==> src/rtl/vtg_sel_arb.sv <==
`default_nettype none
// +--------------------------------------------------------------------------+
// | Module      : vtg_sel_arb                                                |
// | Description : Two-source round-robin stream arbiter with minimum grant   |
// |               dwell. It drives the select of the downstream vtg_mux and  |
// |               registers accepted beats into a one-entry output stage.    |
// |               Optional macro VTG_SEL_ARB_LOCK_EN adds a lock input that  |
// |               freezes the current grant.                                 |
// | Revision    : 1.0 - initial release                                      |
// +--------------------------------------------------------------------------+
module vtg_sel_arb #(
  parameter int WIDTH = 1,
  parameter int DWELL = 4
) (
  input  logic             clk,
  input  logic             rst,
  input  logic [WIDTH-1:0] x_data,
  input  logic             x_valid,
  output logic             x_ready,
  input  logic [WIDTH-1:0] y_data,
  input  logic             y_valid,
  output logic             y_ready,
`ifdef VTG_SEL_ARB_LOCK_EN
  input  logic             lock,
`endif
  output logic             sel,
  output logic [WIDTH-1:0] z_data,
  output logic             z_valid,
  input  logic             z_ready
);

  localparam logic [7:0] C_DWELL = 8'(DWELL);

  typedef enum logic [1:0] {
    IDLE    = 2'd0,
    GRANT_X = 2'd1,
    GRANT_Y = 2'd2
  } state_t;

  state_t           r_state;
  state_t           w_state_nxt;
  logic [7:0]       r_cnt;
  logic [7:0]       w_cnt_nxt;
  logic             r_sel;
  logic             w_sel_nxt;
  logic             r_z_valid;
  logic [WIDTH-1:0] r_z_data;

  logic             w_in_grant;
  logic             w_cur_valid;
  logic             w_oth_valid;
  logic [WIDTH-1:0] w_cur_data;
  logic             w_lock;
  logic             w_sw;
  logic             w_cur_ready;
  logic             w_xfer;

`ifdef VTG_SEL_ARB_LOCK_EN
  assign w_lock = lock;
`else
  assign w_lock = 1'b0;
`endif

  // Resolve which source is currently granted ("cur") and which waits ("oth").
  always_comb begin
    w_in_grant  = (r_state == GRANT_X) || (r_state == GRANT_Y);
    w_cur_valid = (r_state == GRANT_Y) ? y_valid : x_valid;
    w_oth_valid = (r_state == GRANT_Y) ? x_valid : y_valid;
    w_cur_data  = (r_state == GRANT_Y) ? y_data  : x_data;
  end

  // The switch cycle is a bubble, so cur is refused whenever sw is raised.
  assign w_sw        = w_in_grant && !w_lock && w_oth_valid &&
                       ((r_cnt == C_DWELL) || !w_cur_valid);
  assign w_cur_ready = w_in_grant && !w_sw && !rst && (!r_z_valid || z_ready);
  assign w_xfer      = w_cur_valid && w_cur_ready;

  assign x_ready = w_cur_ready && (r_state == GRANT_X);
  assign y_ready = w_cur_ready && (r_state == GRANT_Y);
  assign sel     = r_sel;
  assign z_valid = r_z_valid;
  assign z_data  = r_z_data;

  // Next-state, dwell counter and select. IDLE is only ever entered from
  // reset, where the last-granted pointer is Y, so X has priority there.
  always_comb begin
    w_state_nxt = r_state;
    w_cnt_nxt   = r_cnt;
    w_sel_nxt   = r_sel;
    case (r_state)
      IDLE: begin
        if (x_valid) begin
          w_state_nxt = GRANT_X;
          w_sel_nxt   = 1'b0;
          w_cnt_nxt   = 8'd0;
        end else if (y_valid) begin
          w_state_nxt = GRANT_Y;
          w_sel_nxt   = 1'b1;
          w_cnt_nxt   = 8'd0;
        end
      end
      GRANT_X, GRANT_Y: begin
        if (w_sw) begin
          w_state_nxt = (r_state == GRANT_X) ? GRANT_Y : GRANT_X;
          w_sel_nxt   = (r_state == GRANT_X);
          w_cnt_nxt   = 8'd0;
        end else if (w_xfer && (r_cnt < C_DWELL)) begin
          w_cnt_nxt = r_cnt + 8'd1;
        end
      end
      default: begin
        w_state_nxt = IDLE;
        w_sel_nxt   = 1'b0;
        w_cnt_nxt   = 8'd0;
      end
    endcase
  end

  // Arbitration state register.
  always_ff @(posedge clk) begin
    if (rst) begin
      r_state <= IDLE;
      r_cnt   <= 8'd0;
      r_sel   <= 1'b0;
    end else begin
      r_state <= w_state_nxt;
      r_cnt   <= w_cnt_nxt;
      r_sel   <= w_sel_nxt;
    end
  end

  // One-entry output stage: fill on transfer, drain on z_ready otherwise.
  always_ff @(posedge clk) begin
    if (rst) begin
      r_z_valid <= 1'b0;
      r_z_data  <= '0;
    end else if (w_xfer) begin
      r_z_valid <= 1'b1;
      r_z_data  <= w_cur_data;
    end else if (z_ready) begin
      r_z_valid <= 1'b0;
    end
  end

endmodule
`default_nettype wire

==> config.mk <==
export PLATFORM = sky130hd
export DESIGN_NAME = vtg_sel_arb
export DESIGN_NICKNAME = d
export VERILOG_FILES = /design/src/rtl/vtg_sel_arb.sv
export SDC_FILE = /design/constraint.sdc
export NUM_CORES = 1
export LEC_CHECK = 0
export CORE_MARGIN = 10
export CORE_UTILIZATION = 30
export CTS_CLUSTER_DIAMETER = 150
export DETAILED_ROUTE_END_ITERATION = 8
export HOLD_SLACK_MARGIN = 0.06
export PLACE_DENSITY_LB_ADDON = 0.05
export SYNTH_ARGS = -nofsm -noshare
export SYNTH_HDL_FRONTEND = slang
export SYNTH_SLANG_ARGS = --single-unit
==> constraint.sdc <==
create_clock -name clk -period 1.75 [get_ports clk]
set_input_delay 0.35 -clock clk [delete_from_list [all_inputs] [get_ports clk]]
set_output_delay 0.35 -clock clk [all_outputs]
set_load 0.05 [all_outputs]
==> summary.txt <==
Placement
  • I/O Buffers: 11
  • DPL Wire Length: 1440 µm
  • Placer Congestion: 0.779
  • DP Worst Slack: -0.203 ns
  • Placed Area: 1100 µm²

Detailed routing
  • Starting DRC count in detailed routing: 17
  • Routed vias: 686
  • Drt pass-1 iters: 4
  • DRT antenna net count: 0
  • Avg WL per Cell: 12.3 µm
  • DRC Markers: 0
  • Post-Route WL: 1820 µm
  • Vias/cell: 4.64

Worst setup path
  • Worst reg2reg setup slack: 0.07 ns
  • Max stage delay cell, worst path: dfxtp_2
  • CP Buf/Inv Count: 2
  • CP cell instances: inv_2, ha_4, and4bb_1, a21oi_2, or2_1, and3_4, buf_12
  • Worst path required time: 1.40 ns
  • Maximum fanout along the worst path: 3
  • Max stage delay on crit path: 0.33 ns
  • Setup crit end kind: output pin
  • FF-to-FF End: r_state[1]
  • CP Class: reg -> out
  • Worst reg2reg path startpoint: r_cnt[0]
  • CP arrival: 1.69 ns
  • Crit start category: flip-flop
  • Largest delay share family, worst path: simple AND/OR/NAND/NOR gates
  • R2R cell count: 8

Synthesis
  • Async set-reset flop share out of synthesis: 0
  • Post-Syn Nets: 91
  • Post-Syn Area: 763 µm²
  • Synth warnings: 0
  • Post-Synthesis Cells: 79
  • Distinct cells, synth: 34
  • Flops & latches, synth: 12
  • Synth area leaders: dfxtp_1, ha_1, mux2i_1
  • EDFF count, synth: 0
  • Ys flop type: dfxtp_1
  • Syn avg cell area: 9.66 µm²
  • Seq/Total Area, Yosys: 0.315
  • Largest area contributor in the netlist: dfxtp_1
  • Synth top area share: 0.315

Power and ir drop
  • Sequential power share: 0.288
  • Lkg Pwr: 0.533 nW
  • PwrDens: 982 nW/µm²
  • Sw frac: 0.378
  • Clock power share: 0.192
  • Net Switching: 453 µW
  • Total power: 1.20 mW
  • Pint: 745 µW
  • Worst IR Drop VDD: 0.000667 V
  • Gate power share: 0.521

STA
  • Final Slew Violations: 0
  • Setup ws final: -0.291 ns
  • Final Hold Viols: 0
  • Achievable frequency: 0.490 GHz
  • Final setup fails: 2
  • Final Skew: 0.00505 ns
  • Slew @ Worst Pin: 0.362 ns
  • Sum Neg Setup Slack: -0.571 ns
  • Final period util: 1.17
  • Slew margin rel.: 0.758
  • Final min period: 2.04 ns
  • RSZ-0062 raised after global routing: true

Finish
  • Synth-to-layout area growth: 59.8%
  • Fin area: 1220 µm²
  • Finished Core Util: 0.497
  • Nets: 131
  • Fillers: 223
  • Share of cells above drive strength 1: 0.500
  • Multi-input logic area: 548 µm²
  • Sequential cell area: 248 µm²
  • N_diodes: 0

Clocking
  • CTS tree: yes
  • Root buffer selected by CTS: clkbuf_4
  • Clk_lat worst skew: 0.28 ns
  • Clock H-tree levels: 1
  • CTS Buf Count: 3
  • Worst-path clk slew: 0.08 ns
  • Maximum root-to-sink buffer count: 2
  • CTS sink cnt: 12
  • Post-CTS Hold Buffers: 0

Status
  • Status: finished with violations
  • Failing checks: setup timing

Global route
  • First-pass GRT wire length: 3310 µm
  • GRT Total Usage: 0.0811
  • Antenna violations before repair: 0
  • Vias in the first global route: 726
  • Largest net degree at the start of global routing: 8
  • Congestion Overflow GR: 0

Floorplan
  • Die Wd: 70.4 µm
  • Initial Util: 0.311
  • Core area: 2450 µm²
  • FP Rows: 18
  • Die ar.: 4960 µm²
  • I/O pins: 12
  • Die height: 70.4 µm

Hold path
  • Min-Delay Path Depth: 2
  • Hold WC Path Type: reg -> reg
  • Hold path startpoint: z_data
  • Hold EP: z_data

Flow run
  • Max-cap viol count: 0
## sequential cells by signal, summed over array words and instances, names as in the netlist
| register | cells |
|---|---|
| z_data | 1 |
| r_cnt | 8 |
| r_state | 2 |
| z_valid | 1 |
## synth_stat cells (all sizes together) (2+ instances only)
cell and n:
a21oi 5, mux2i 4, and3 2, nor2b 3, nor4b 2, buf 2, nand3 2, a31oi 3
dfxtp 12, ha 5, nand2b 3, and2 5, nand2 8, nor2 2, inv 5, nor3 2
## worst register-to-register path, cell delays in order, from the launching register on
cell	delay, ns
dfxtp_2	0.34
inv_2	0.05
ha_4	0.15
and4bb_1	0.21
buf_4	0.14
buf_4	0.12
a21o_1	0.24
a311o_1	0.30
o41ai_2	0.05
## power by group through the flow
stage	registers [mW]	clock network, mW	logic, mW
final	0.345	0.230	0.624
after global routing	0.351	0.254	0.684
after floorplan	0.408	0	0.308
after CTS	0.341	0.240	0.615
after detailed placement	0.343	0	0.584
after global placement	0.342	0	0.590
## cell type report
type,count,share of cell area
tap,30,0.0308
inverter,5,0.0174
multi-input combinational,60,0.449
timing repair buffer,37,0.270
sequential,12,0.203
clock buffer,4,0.0297
## logic make-up (layout without fill, tap and decap cells)
| logic type | count (synthesis) | count (layout) | synth area share |
|---|---|---|---|
| simple gates | 32 | 32 | 0.293 |
| buf+inv | 7 | 46 | 0.0541 |
| flops | 12 | 12 | 0.315 |
| mux | 4 | 4 | 0.0525 |
| fa+ha+maj | 5 | 5 | 0.0820 |
| compound gates | 19 | 19 | 0.203 |
## cells in the final DEF (no fill, tap or decap), types with 2 or more instances in the layout
| cell | instances |
|---|---|
| buf_4 | 26 |
| dfxtp_1 | 8 |
| nand2_1 | 7 |
| clkdlybuf4s50_1 | 6 |
| and2_1 | 5 |
| inv_2 | 3 |
| nor2b_1 | 3 |
| nand2b_1 | 3 |
| mux2i_1 | 3 |
| a31oi_1 | 3 |
| ha_4 | 3 |
| clkbuf_4 | 3 |
| buf_6 | 3 |
| dfxtp_2 | 3 |
| nor3_4 | 2 |
| a21oi_2 | 2 |
| nor2_1 | 2 |
| and3_4 | 2 |
| nand3_1 | 2 |
| a21oi_1 | 2 |
| ha_1 | 2 |
| buf_12 | 2 |
## worst max path at each step
stage               endpoint  slack [ns]  cells after the start        from
finish               x_ready       -0.29                      7    r_cnt[0]
detailed placement   x_ready       -0.20                      6     x_valid
global placement     y_ready       -0.17                      6     x_valid
floorplan            x_ready        0.01                      5  r_state[0]
global route         x_ready       -0.38                      7    r_cnt[1]
CTS                  x_ready       -0.30                      7    r_cnt[0]
## layer usage
metal / GRT usage / routed length, µm / up-vias
li1: - / - / 363
met1: 0.100 / 938 / 306
met2: 0.124 / 788 / 12
met3: 0.0240 / 58 / 5
met4: 0.0395 / 36 / 0
met5: 0 / 0 / -
## per-stage QoR
stage / std cells / hold slack (ns)
4_1_cts: 149 / 0.490
2_1_floorplan: 79 / 0.465
6_report: 148 / 0.481
3_3_place_gp: 139 / 0.461
3_5_place_dp: 139 / 0.476
5_1_grt: 148 / 0.511
## repair_timing
action / 4_1_cts / 5_1_grt
setup endpoints to repair: 2 / 6
setup buffers: 6 / 3
pin swaps: 7 / 8
resized for setup: 13 / 5
Note: power is estimated with default switching activity, not from simulation.
